--- config.mk ---
export PLATFORM = sky130hd
export DESIGN_NAME = int_control_unit
export DESIGN_NICKNAME = d
export VERILOG_FILES = /design/src/rtl/int_control_unit.sv
export SDC_FILE = /design/constraint.sdc
export NUM_CORES = 1
export LEC_CHECK = 0
export ABC_AREA = 1
export CORE_UTILIZATION = 36
export CTS_BUF_LIST = sky130_fd_sc_hd__clkbuf_16
export DETAILED_ROUTE_END_ITERATION = 8
export PLACE_DENSITY_LB_ADDON = 0.08
export SYNTH_ARGS = -nofsm -noshare
export SYNTH_HDL_FRONTEND = slang
export SYNTH_SLANG_ARGS = --single-unit
--- constraint.sdc ---
create_clock -name clock -period 1.1 [get_ports clock]
set_input_delay 0.22 -clock clock [delete_from_list [all_inputs] [get_ports clock]]
set_output_delay 0.22 -clock clock [all_outputs]
set_load 0.05 [all_outputs]
--- src/rtl/int_control_unit.sv ---
// Multi-cycle FETCH/DEC/EXE/WB sequencer that drives the integer datapath controls.
// Optional retire counter is compiled in when CU_PERF_CNT_EN is defined.
module int_control_unit #(
    parameter int unsigned IMM_SEXT = 1,
    parameter int unsigned CNT_W    = 16
) (
    input  logic             clock,
    input  logic             reset,
    input  logic [15:0]      instr,
    input  logic             instr_vld,
    output logic             instr_rdy,
    output logic             we,
    output logic [2:0]       r_adr,
    output logic [2:0]       s_adr,
    output logic [2:0]       w_adr,
    output logic [3:0]       alu_op,
    output logic             s_sel,
    output logic [15:0]      ds,
    input  logic             n,
    input  logic             z,
    input  logic             c,
    output logic [2:0]       flags,
    output logic             busy,
    output logic             halted,
    output logic [CNT_W-1:0] retired
);

    typedef enum logic [2:0] {
        StFetch,
        StDec,
        StExe,
        StWb,
        StHalt
    } state_e;

    localparam logic [3:0] OpNop  = 4'hE;
    localparam logic [3:0] OpHalt = 4'hF;

    state_e      state_q;
    logic [15:0] ir_q;
    logic        we_q;
    logic [2:0]  flags_q;
    logic [15:0] imm_ext;

    always_ff @(posedge clock) begin
        if (!reset) begin
            state_q <= StFetch;
            ir_q    <= '0;
            we_q    <= 1'b0;
            flags_q <= '0;
        end else begin
            unique case (state_q)
                StFetch: begin
                    if (instr_vld) begin
                        ir_q    <= instr;
                        state_q <= StDec;
                    end
                end
                StDec: begin
                    case (ir_q[15:12])
                        OpNop:   state_q <= StFetch;
                        OpHalt:  state_q <= StHalt;
                        default: state_q <= StExe;
                    endcase
                end
                StExe: begin
                    flags_q <= {n, z, c};
                    we_q    <= 1'b1;
                    state_q <= StWb;
                end
                StWb: begin
                    we_q    <= 1'b0;
                    state_q <= StFetch;
                end
                StHalt: begin
                    state_q <= StHalt;
                end
                default: begin
                    we_q    <= 1'b0;
                    state_q <= StFetch;
                end
            endcase
        end
    end

    always_comb begin
        if (IMM_SEXT != 0) begin
            imm_ext = {{11{ir_q[4]}}, ir_q[4:0]};
        end else begin
            imm_ext = {11'b0, ir_q[4:0]};
        end
    end

    // Datapath controls come straight from IR, so instr never reaches them combinationally.
    assign alu_op    = ir_q[15:12];
    assign w_adr     = ir_q[11:9];
    assign r_adr     = ir_q[8:6];
    assign s_sel     = ir_q[5];
    assign s_adr     = ir_q[4:2];
    assign ds        = ir_q[5] ? imm_ext : 16'h0000;

    // Gating with reset kills a write whose WB cycle coincides with reset.
    assign we        = we_q & reset;
    assign flags     = flags_q;
    assign instr_rdy = (state_q == StFetch);
    assign busy      = (state_q == StDec) || (state_q == StExe) || (state_q == StWb);
    assign halted    = (state_q == StHalt);

`ifdef CU_PERF_CNT_EN
    logic             retire;
    logic [CNT_W-1:0] retired_q;

    // NOP (0xE) and HALT (0xF) both retire out of DEC.
    assign retire = (state_q == StWb) || ((state_q == StDec) && (ir_q[15:13] == 3'b111));

    always_ff @(posedge clock) begin
        if (!reset) begin
            retired_q <= '0;
        end else if (retire) begin
            retired_q <= retired_q + 1'b1;
        end
    end

    assign retired = retired_q;
`else
    assign retired = '0;
`endif

endmodule
==> impl_results.md <==
- Status: finished, violations left
- Failing checks: setup timing
- Total number of vias: 1398
- Worst hold path type: register to register
- CP max FO: 12
- Startpoint types: register
- Final core utilization: between 60% and 70%
- Max clock buf depth: 2
- Register area share after synthesis: 30.74%
- Hold Slack: 466.1 ps
- DRT Wirelength: 3.471 mm
- Crit-path slowest cell: dfxtp_4
- Power per cell area: 1222 nW/µm²
- Endpoints failing setup: 28
- Synth cell types: 17
- Final nets: 303
- Skew final: roughly 1.1 ps
- Worst VDD drop: 0.0006294 V
- Die area: roughly 4400 µm²
- Final HPWL from detailed placement: around 2.4 mm
- CP Buf/Inv Count: 3
- CTS tree: done
- Tcrit/Tclk final: 118.6%
- Crit Path Class: register to primary output
- Clock sinks: 23
- Total track usage: 16.51%
- Final Cell Area: between 2000 and 3000 µm²
- First-pass GRT wire length: 5.699 mm
- Routed len/inst: 10.52 µm
- Core area: 4000 µm²
- Worst path most repeated cell: buf_12
- WP data arrival: between 1000 and 1500 ps
- Pin count of the biggest net entering global routing: 13
- Final hold violations: 0
- Worst skew pair latency: 250 ps
- Dpl cell area: 2357 µm²
- Max-slew violations: 0
- Mapped Avg Cell Area: 6.456 µm²
- Vias in the first global route: about 1300
- TritonCTS Buffers: 3
- Antenna violations before repair: 0
- Die W: roughly 67 µm
- Cell Chain, Critical Path: nand2_4 -> clkinvlp_4 -> buf_12 -> buf_12
- IO Count: between 70 and 80
- CP delay by family, top: buffers and inverters
- Minimum clock period: 1304 ps
- GRT Residual Overflow: 0
- Setup TNS: -3495 ps
- Root buf cell: clkbuf_16
- Post-route ant nets: 0
- Antenna Cells: 0
- Setup slack after layout: -204.4 ps
- Tot Pwr: 0.003207 W
- Number of DRC markers in iteration 0: 24
- Clk pin slew, worst setup/hold paths: ~60 ps
- Die Y: 66.50 µm
- Fmax: 0.7666 GHz
- Area of the mapped netlist: ~1500 µm²
- Share of layout cells above drive strength 1: 41.43%
- Via density: 4.236
- Seq cells post-synth: 23
- Initial core utilization: ~37%
- Required time of the critical path: ~880 ps
- Synth Instances: between 200 and 250
- DRC viols: 0
- Quantity of I/O buffers inserted on ports: 58
- GP Congestion: ~0.72
- Max-cap violations: 0
- Crit. End Element: primary output
- P&R area growth vs syn: 75.27%
- First-pass iteration count of the detailed router: 4
- Worst path max stage delay: 350 ps
- Synth warnings: 0
- RSZ-0062 raised after global routing: yes
- H-tree levels: 1
- Row count: 23
- Leakage: between 1 and 1.5 nW
-- where the power goes --
part / internal, W / leakage, nW / switching (W)
registers: 0.000912 / 0.193 / 0.0000883
clock network: 0.000485 / 0.0423 / 0.000292
logic: 0.000623 / 1.07 / 0.000807
total: 0.00202 / 1.31 / 0.00119
-- tightest hold or removal path: stages, from the launching register on --
cell	delay (ps)
dfxtp_1	310
nand2_1	60
a21oi_1	50
-- layout by cell type, fill, tap and decap left out, drive strengths merged --
cell,n
a21oi,4
buf,54
clkbuf,4
clkdlybuf4s50,19
clkinvlp,1
conb,16
dfxtp,23
dlygate4sd2,2
inv,59
nand2,46
nand3,3
nand4,16
nor2,29
o21ai,4
-- flip-flops by register name, summed over array words and instances (netlist names) --
| signal | cells |
|---|---|
| ir_q | 16 |
| state_q | 3 |
| we_q | 1 |
| flags | 3 |
-- cells by family after synthesis --
logic type,after synthesis,share of synthesized area (%)
compound gates,8,2.673
buf+inv,107,38.68
flops,23,30.74
other cells,1,0.2504
simple gates,93,27.65
-- synthesized netlist by cell type, drive strengths merged --
master | instances | share of area, %
nand4 | 16 | 6.7
inv | 59 | 15
o21ai | 4 | 1.3
clkbuf | 1 | 0.25
nor2 | 29 | 7.8
nand3 | 2 | 1.5
conb | 1 | 0.25
nand2 | 46 | 12
dfxtp | 23 | 31
buf | 47 | 24
a21oi | 4 | 1.3
-- timing repair --
item / CTS / global route
pin swaps: 5 / 29
setup endpoints to repair: 31 / 44
hold buffers: 0 / 0
gates cloned: 1 / 1
resized for setup: 16 / 52
setup buffers: 3 / 0
-- layout make-up --
type	instances	area, µm²
Fill cell	332	1375
Timing Repair Buffer	76	1151
Multi-Input combinational cell	118	621.8
Sequential cell	23	475.5
Inverter	59	235.2
Clock buffer	3	75.07
Tap cell	50	62.56
Clock inverter	1	3.754
-- stage by stage --
stage	std cells	setup WS (ps)
final	330	-204.4
after global routing	330	-245.7
after CTS	329	-214.8
after detailed placement	321	-239.2
after global placement	321	-210.0
after floorplan	247	-311.8
-- layer usage --
metal | vias up | track usage [%] | part of all wire, %
li1 | 722 | - | -
met1 | 629 | 19.79 | 41
met2 | 43 | 30.36 | 53
met3 | 4 | 2.397 | 4.5
met4 | 0 | 4.255 | 1.3
met5 | - | 0 | 0
-- path summary, 6_finish.rpt --
check	endpoint	startpoint	cells after the start	slack, ps
min	we_q	we_q	2	470
max reg2reg	ir_q[0]	state_q[0]	6	-30
max	ds[12]	ir_q[5]	4	-200
min reg2reg	we_q	we_q	2	470
Power figures use the tool's default switching activity.
==> variant 1 (config.mk and constraints unchanged) <==
Encoding of `state_e`: now one-hot (5 bits for 5 states).
--- a/src/rtl/int_control_unit.sv
+++ b/src/rtl/int_control_unit.sv
@@ -26,10 +26,10 @@
 );
 
-    typedef enum logic [2:0] {
-        StFetch,
-        StDec,
-        StExe,
-        StWb,
-        StHalt
+    typedef enum logic [4:0] {
+        StFetch = 5'b00001,
+        StDec   = 5'b00010,
+        StExe   = 5'b00100,
+        StWb    = 5'b01000,
+        StHalt  = 5'b10000
     } state_e;
 
Function: no difference found for any inputs over 10 cycles, from zero or initial values and one cycle with reset low; not proved beyond that.
==> variant 1 against the unedited design <==
The flow still finishes with violations (negative setup slack); cell count is 11% lower; critical path depth unchanged; synthesized cell count decreased by 18%; sequential share of layout area grew 1.7 points; total power fell by 7.2%; routed wire length rose by 2.4%; synthesized area shrank 3.5%; utilization rose by 4.3 points; worst setup slack lost 0.10 ns; combinational power down 24%; sequential cell count up 2; largest cell class unchanged; first-iteration DRC count increased by 33%; cell area is 0.24% lower.
==> variant 1: results (changes against the unedited design) <==
run_status:
  violations: "negative setup slack"
  status: "finished, violations left"
drt:
  wl_met2_mm: 1.90  # +3.2%
  routed_wirelength_mm: 3.56  # +2.4%
  drtPass1Iterations: 4  # unchanged
  met1_length_mm: 1.41  # -1.4%
  met3_length_um: 218  # +41%
  topRoutingLayerUsed: "met4"
  vias: 1293  # -7.5%
  drtAntennaViolNets: 0  # unchanged
  drt_iter0_markers: 32  # +33%
grt:
  grt_pass1_wl_mm: 5.42  # -4.8%
  antenna_found_initial: 0  # unchanged
  grt_max_degree: 18  # +5
  grt_pass1_vias: 1218  # -8.2%
  grt_use_total: 0.165  # -0.000336
finish:
  final_net_count: 269  # -11%
  drive_gt1_frac: 0.492  # +0.0776
  regMostFlops: "ir_q"
  antenna_cells: 0  # unchanged
logic_synthesis:
  yosys_warnings: 0  # unchanged
  synthTopCellsByArea: "dfxtp_1 35%, buf_4 21%, nand2_1 9.1%"
  ys_seq_area_frac: 0.346  # +0.0389
  synth_common_cells: "41 x buf_4, 35 x nand2_1, 25 x dfxtp_1"
  yosys_most_used_dff: "dfxtp_1"
  ys_types: 19  # +2
  synth_edf_count: 0  # unchanged
  async_reset_ff_frac: 0  # unchanged
sta:
  setup_viol: 42  # +50%
  setup_tns_ns: -6.52  # -3.02 ns
  worst_slack_ns: -0.305  # -0.100 ns
  finClkSkew_ns: 0.00458  # +0.00346 ns
placement:
  port_buffers: 58  # unchanged
  place_congestion: 0.721  # -0.36%
  dpl.hpwl_mm: 2.71  # +15%
worst_setup_path:
  arrival_ns: 1.18  # +0.10 ns
  r2r_cells: 8  # +2
  regToRegSetupSlack_ns: -0.18  # -0.15 ns
  reg2reg_to: "state_q[4]"
  cp_max_fo: 5  # -7
  r2r_start: "state_q[1]"
min_path:
  hold_end: "state_q[0]"
  whs_path_depth: 3  # +1
  hold_path.class: "in2reg"
  worstHoldStart: "reset"
power_and_ir_drop:
  p_leak_nw: 1.12  # -14%
  vdd_drop_max_mv: 0.778  # +24%
clock_tree:
  clk_pin_slew_ns: 0.07
  worst_skew_pair.late_latency_ns: 0.26
  root_buffer: "clkbuf_16"
  cts_buffer_depth: 2  # unchanged
  htreeDepth: 1  # unchanged
-- variant 1: changes by cell type after synthesis, moves of 2 or more --
cell     unedited run  this run
a21oi_1             4         9
a21oi_2             0         8
buf_6               3         0
dfxtp_1            23        25
inv_1              57        16
nand2_1            45        35
nand3_1             1        14
nand3_2             0        10
nand4_1            16         2
nor2_1             28        16
-- variant 1: report_power, final --
group / internal (W) / switching, W / total [W]
sequential: 0.000969 / 0.0000710 / 0.00104
combinational: 0.000485 / 0.000608 / 0.00109
clock: 0.000502 / 0.000341 / 0.000843
total: 0.00196 / 0.00102 / 0.00298
-- variant 1: worst max path at each step --
stage	start	depth (start not counted)	end	slack [ns]
finish	state_q[0]	4	busy	-0.30
global route	state_q[0]	4	busy	-0.38
detailed placement	instr_vld	4	ir_q[9]	-0.24
global placement	instr_vld	4	ir_q[4]	-0.18
CTS	state_q[0]	4	busy	-0.31
floorplan	ir_q[5]	3	ds[10]	-0.28
-- variant 1: logic make-up after synthesis --
| group | count (synthesis) | synth area share |
|---|---|---|
| flops | 25 | 0.346 |
| compound gates | 21 | 0.0935 |
| other cells | 1 | 0.00259 |
| buf+inv | 65 | 0.287 |
| simple gates | 79 | 0.271 |
-- variant 1: per-stage QoR --
step	cells	hold slack [ns]	total power [W]	setup slack (ns)	cell area (sq um)
finish	294	0.465	0.00298	-0.305	2620
CTS	291	0.463	0.00295	-0.310	2540
global placement	284	0.467	0.00207	-0.177	2400
floorplan	206	0.307	0.00173	-0.280	1570
global route	294	0.465	0.00311	-0.381	2620
detailed placement	284	0.466	0.00209	-0.242	2400
-- variant 1: timing repair --
| item | 4_1_cts | 5_1_grt |
|---|---|---|
| resized for setup | 21 | 10 |
| pin swaps | 2 | 4 |
| endpoints found under the setup margin | 44 | 49 |
| setup buffers | 3 | 2 |
| gates cloned | 0 | 1 |
-- variant 1: area by class of cell --
| cell class | count | area, sq um |
|---|---|---|
| clock buffers | 3 | 75.1 |
| clock inverters | 1 | 8.76 |
| fillers | 276 | 1120 |
| inverters | 19 | 83.8 |
| multi-input cells | 116 | 659 |
| flip-flops and latches | 25 | 519 |
| well taps | 48 | 60.1 |
| repair buffers | 82 | 1210 |
-- variant 1: critical path: stages (launching register included) --
cell and delay [ns]:
dfxtp_2 0.35, nor2_4 0.17, nand4_1 0.16, nand3_4 0.12
buf_12 0.13
-- variant 1: routing by layer --
metal	GRT usage	up-vias
li1	-	654
met1	0.193	585
met5	0	-
met3	0.0417	5
met4	0.0571	0
met2	0.289	49
==> variant 2 (config.mk and constraints unchanged) <==
Without the edit above. The option `CU_PERF_CNT_EN` is turned on by a define.
--- a/src/rtl/int_control_unit.sv
+++ b/src/rtl/int_control_unit.sv
@@ -1,4 +1,6 @@
 // Multi-cycle FETCH/DEC/EXE/WB sequencer that drives the integer datapath controls.
 // Optional retire counter is compiled in when CU_PERF_CNT_EN is defined.
+`define CU_PERF_CNT_EN
+
 module int_control_unit #(
     parameter int unsigned IMM_SEXT = 1,
Check against the original RTL: not equivalent (Yosys sat finds a counterexample within 4 cycles, from zero or initial values and one cycle with reset low).
==> variant 2 against the unedited design <==
The flow still finishes with violations (negative setup slack); worst setup slack got worse by 0.063 ns; synthesized area increased by 30%; non-clock buffer count increased by 53; cell area increased by 58%; total power increased by 24%; die area increased by 29%; sequential cell count increased by 16; routed wire length increased by 75%; clock skew increased by 0.0060 ns.
==> variant 2: results (changes against the unedited design) <==
run_status:
  status: "finished, violations left"
  violations: "negative setup slack"
finish:
  antenna_cells: 0  # unchanged
  final_net_count: 395  # +30%
  drive_gt1_frac: 0.560  # +0.146
placement:
  port_buffers: 74  # +28%
  place_congestion: 0.799  # +10%
  pre_cts_ws_ns: -0.220  # +0.0192 ns
  dpl.hpwl_mm: 3.69  # +57%
drt:
  wl_met2_mm: 3.24  # +76%
  post-route-drc-count: 0  # unchanged
  met1_length_mm: 2.46  # +72%
  routed_wirelength_mm: 6.06  # +75%
  avgViaCountPerCell: 4.75  # +12%
  met3_length_um: 251  # +62%
  drt_iter0_markers: 76  # +220%
grt:
  grt_use_total: 0.214  # +0.0485
  grt_pass1_wl_mm: 9.20  # +62%
  grt_pass1_vias: 1990  # +50%
  grt_max_degree: 24  # +11
sta:
  worst_pin_slew_ns: 0.319
  worst_slack_ns: -0.267  # -0.0629 ns
  slew_violations: 0  # unchanged
  finClkSkew_ns: 0.00712  # +0.00600 ns
  setup_viol: 64  # +130%
worst_setup_path:
  cp_max_fo: 3  # -9
  r2r_cells: 7  # +1
  arrival_ns: 1.15  # +0.07 ns
logic_synthesis:
  synthTopCellsByArea: "dfxtp_1 40%, nand2_1 10%, buf_4 9.2%"
  yosys_most_used_dff: "dfxtp_1"
  ys_types: 28  # +11
  synth_common_cells: "54 x nand2_1, 39 x dfxtp_1, 34 x nor2_1"
  ys_seq_area_frac: 0.400  # +0.0923
  async_reset_ff_frac: 0  # unchanged
  yosys_warnings: 0  # unchanged
clock_tree:
  htreeDepth: 2  # +1
  root_buffer: "clkbuf_16"
  cts_made_buffers: 5  # +2
  worst_skew_pair.late_latency_ns: 0.28  # +0.03 ns
power_and_ir_drop:
  vdd_drop_max_mv: 0.836  # +33%
  p_leak_nw: 1.75  # +34%
min_path:
  whs_path_depth: 2  # unchanged
  hold_path.class: "reg2reg"
-- variant 2: cell types whose count changed after synthesis, moves of 4 or more --
cell / unedited run / this run
a21oi_1: 4 / 31
clkbuf_1: 1 / 5
nand2_1: 45 / 54
inv_1: 57 / 15
nand3_1: 1 / 25
nor2_1: 28 / 34
buf_4: 40 / 24
nand4_1: 16 / 2
dfxtp_1: 23 / 39
-- variant 2: area by class of cell --
| type | instances | area, sq um |
|---|---|---|
| Tap cell | 70 | 87.6 |
| Multi-Input combinational cell | 177 | 1130 |
| Sequential cell | 39 | 857 |
| Inverter | 20 | 103 |
| Clock inverter | 3 | 11.3 |
| Fill cell | 307 | 1030 |
| Clock buffer | 5 | 125 |
| Timing Repair Buffer | 129 | 1830 |
-- variant 2: worst paths after layout --
check | start | end | slack (ns)
worst max register to register | state_q[2] | ir_q[11] | -0.18
worst min register to register | ir_q[0] | ir_q[0] | 0.50
worst max-delay path | state_q[0] | halted | -0.27
worst min-delay path | ir_q[0] | ir_q[0] | 0.50
-- variant 2: cells by family (layout without fill, tap and decap cells) --
kind of cell	after synthesis	after routing	synth area share
simple gates	132	133	0.321
buf+inv	52	157	0.156
compound gates	40	40	0.104
flops	39	39	0.400
xor+xnor	3	3	0.0135
fa+ha+maj	1	1	0.00641
-- variant 2: what timing repair did --
item                       CTS  global route
cloned                       1             0
pin swaps                   16            11
setup buffers               17             3
setup endpoints to repair   67            75
resized for setup           59            30
-- variant 2: stage by stage --
stage | cell area, sq um | utilization | hold WS (ns) | setup TNS (ns) | std cells
2_1_floorplan | 2150 | - | 0.374 | -3.80 | 267
3_3_place_gp | 3560 | 0.689 | 0.449 | -4.57 | 416
3_5_place_dp | 3560 | 0.689 | 0.453 | -5.23 | 416
4_1_cts | 4030 | 0.779 | 0.492 | -6.82 | 441
5_1_grt | 4150 | 0.802 | 0.517 | -10.78 | 443
6_report | 4150 | 0.802 | 0.498 | -7.85 | 443
-- variant 2: worst max-delay path: stages (launching register included) --
cell	delay, ns
dfxtp_4	0.36
buf_6	0.12
nor3b_4	0.22
buf_12	0.17
-- variant 2: routing by layer --
layer / track usage / up-vias
li1: - / 1046
met1: 0.246 / 993
met2: 0.392 / 53
met3: 0.0463 / 12
met4: 0.0700 / 0
met5: 0 / -
-- variant 2: where the power goes --
group          internal (W)  switching [W]  total, W
Combinational      0.000551       0.000553   0.00110
Clock              0.000816       0.000558   0.00137
Sequential          0.00144      0.0000681   0.00151
Total               0.00281        0.00118   0.00399
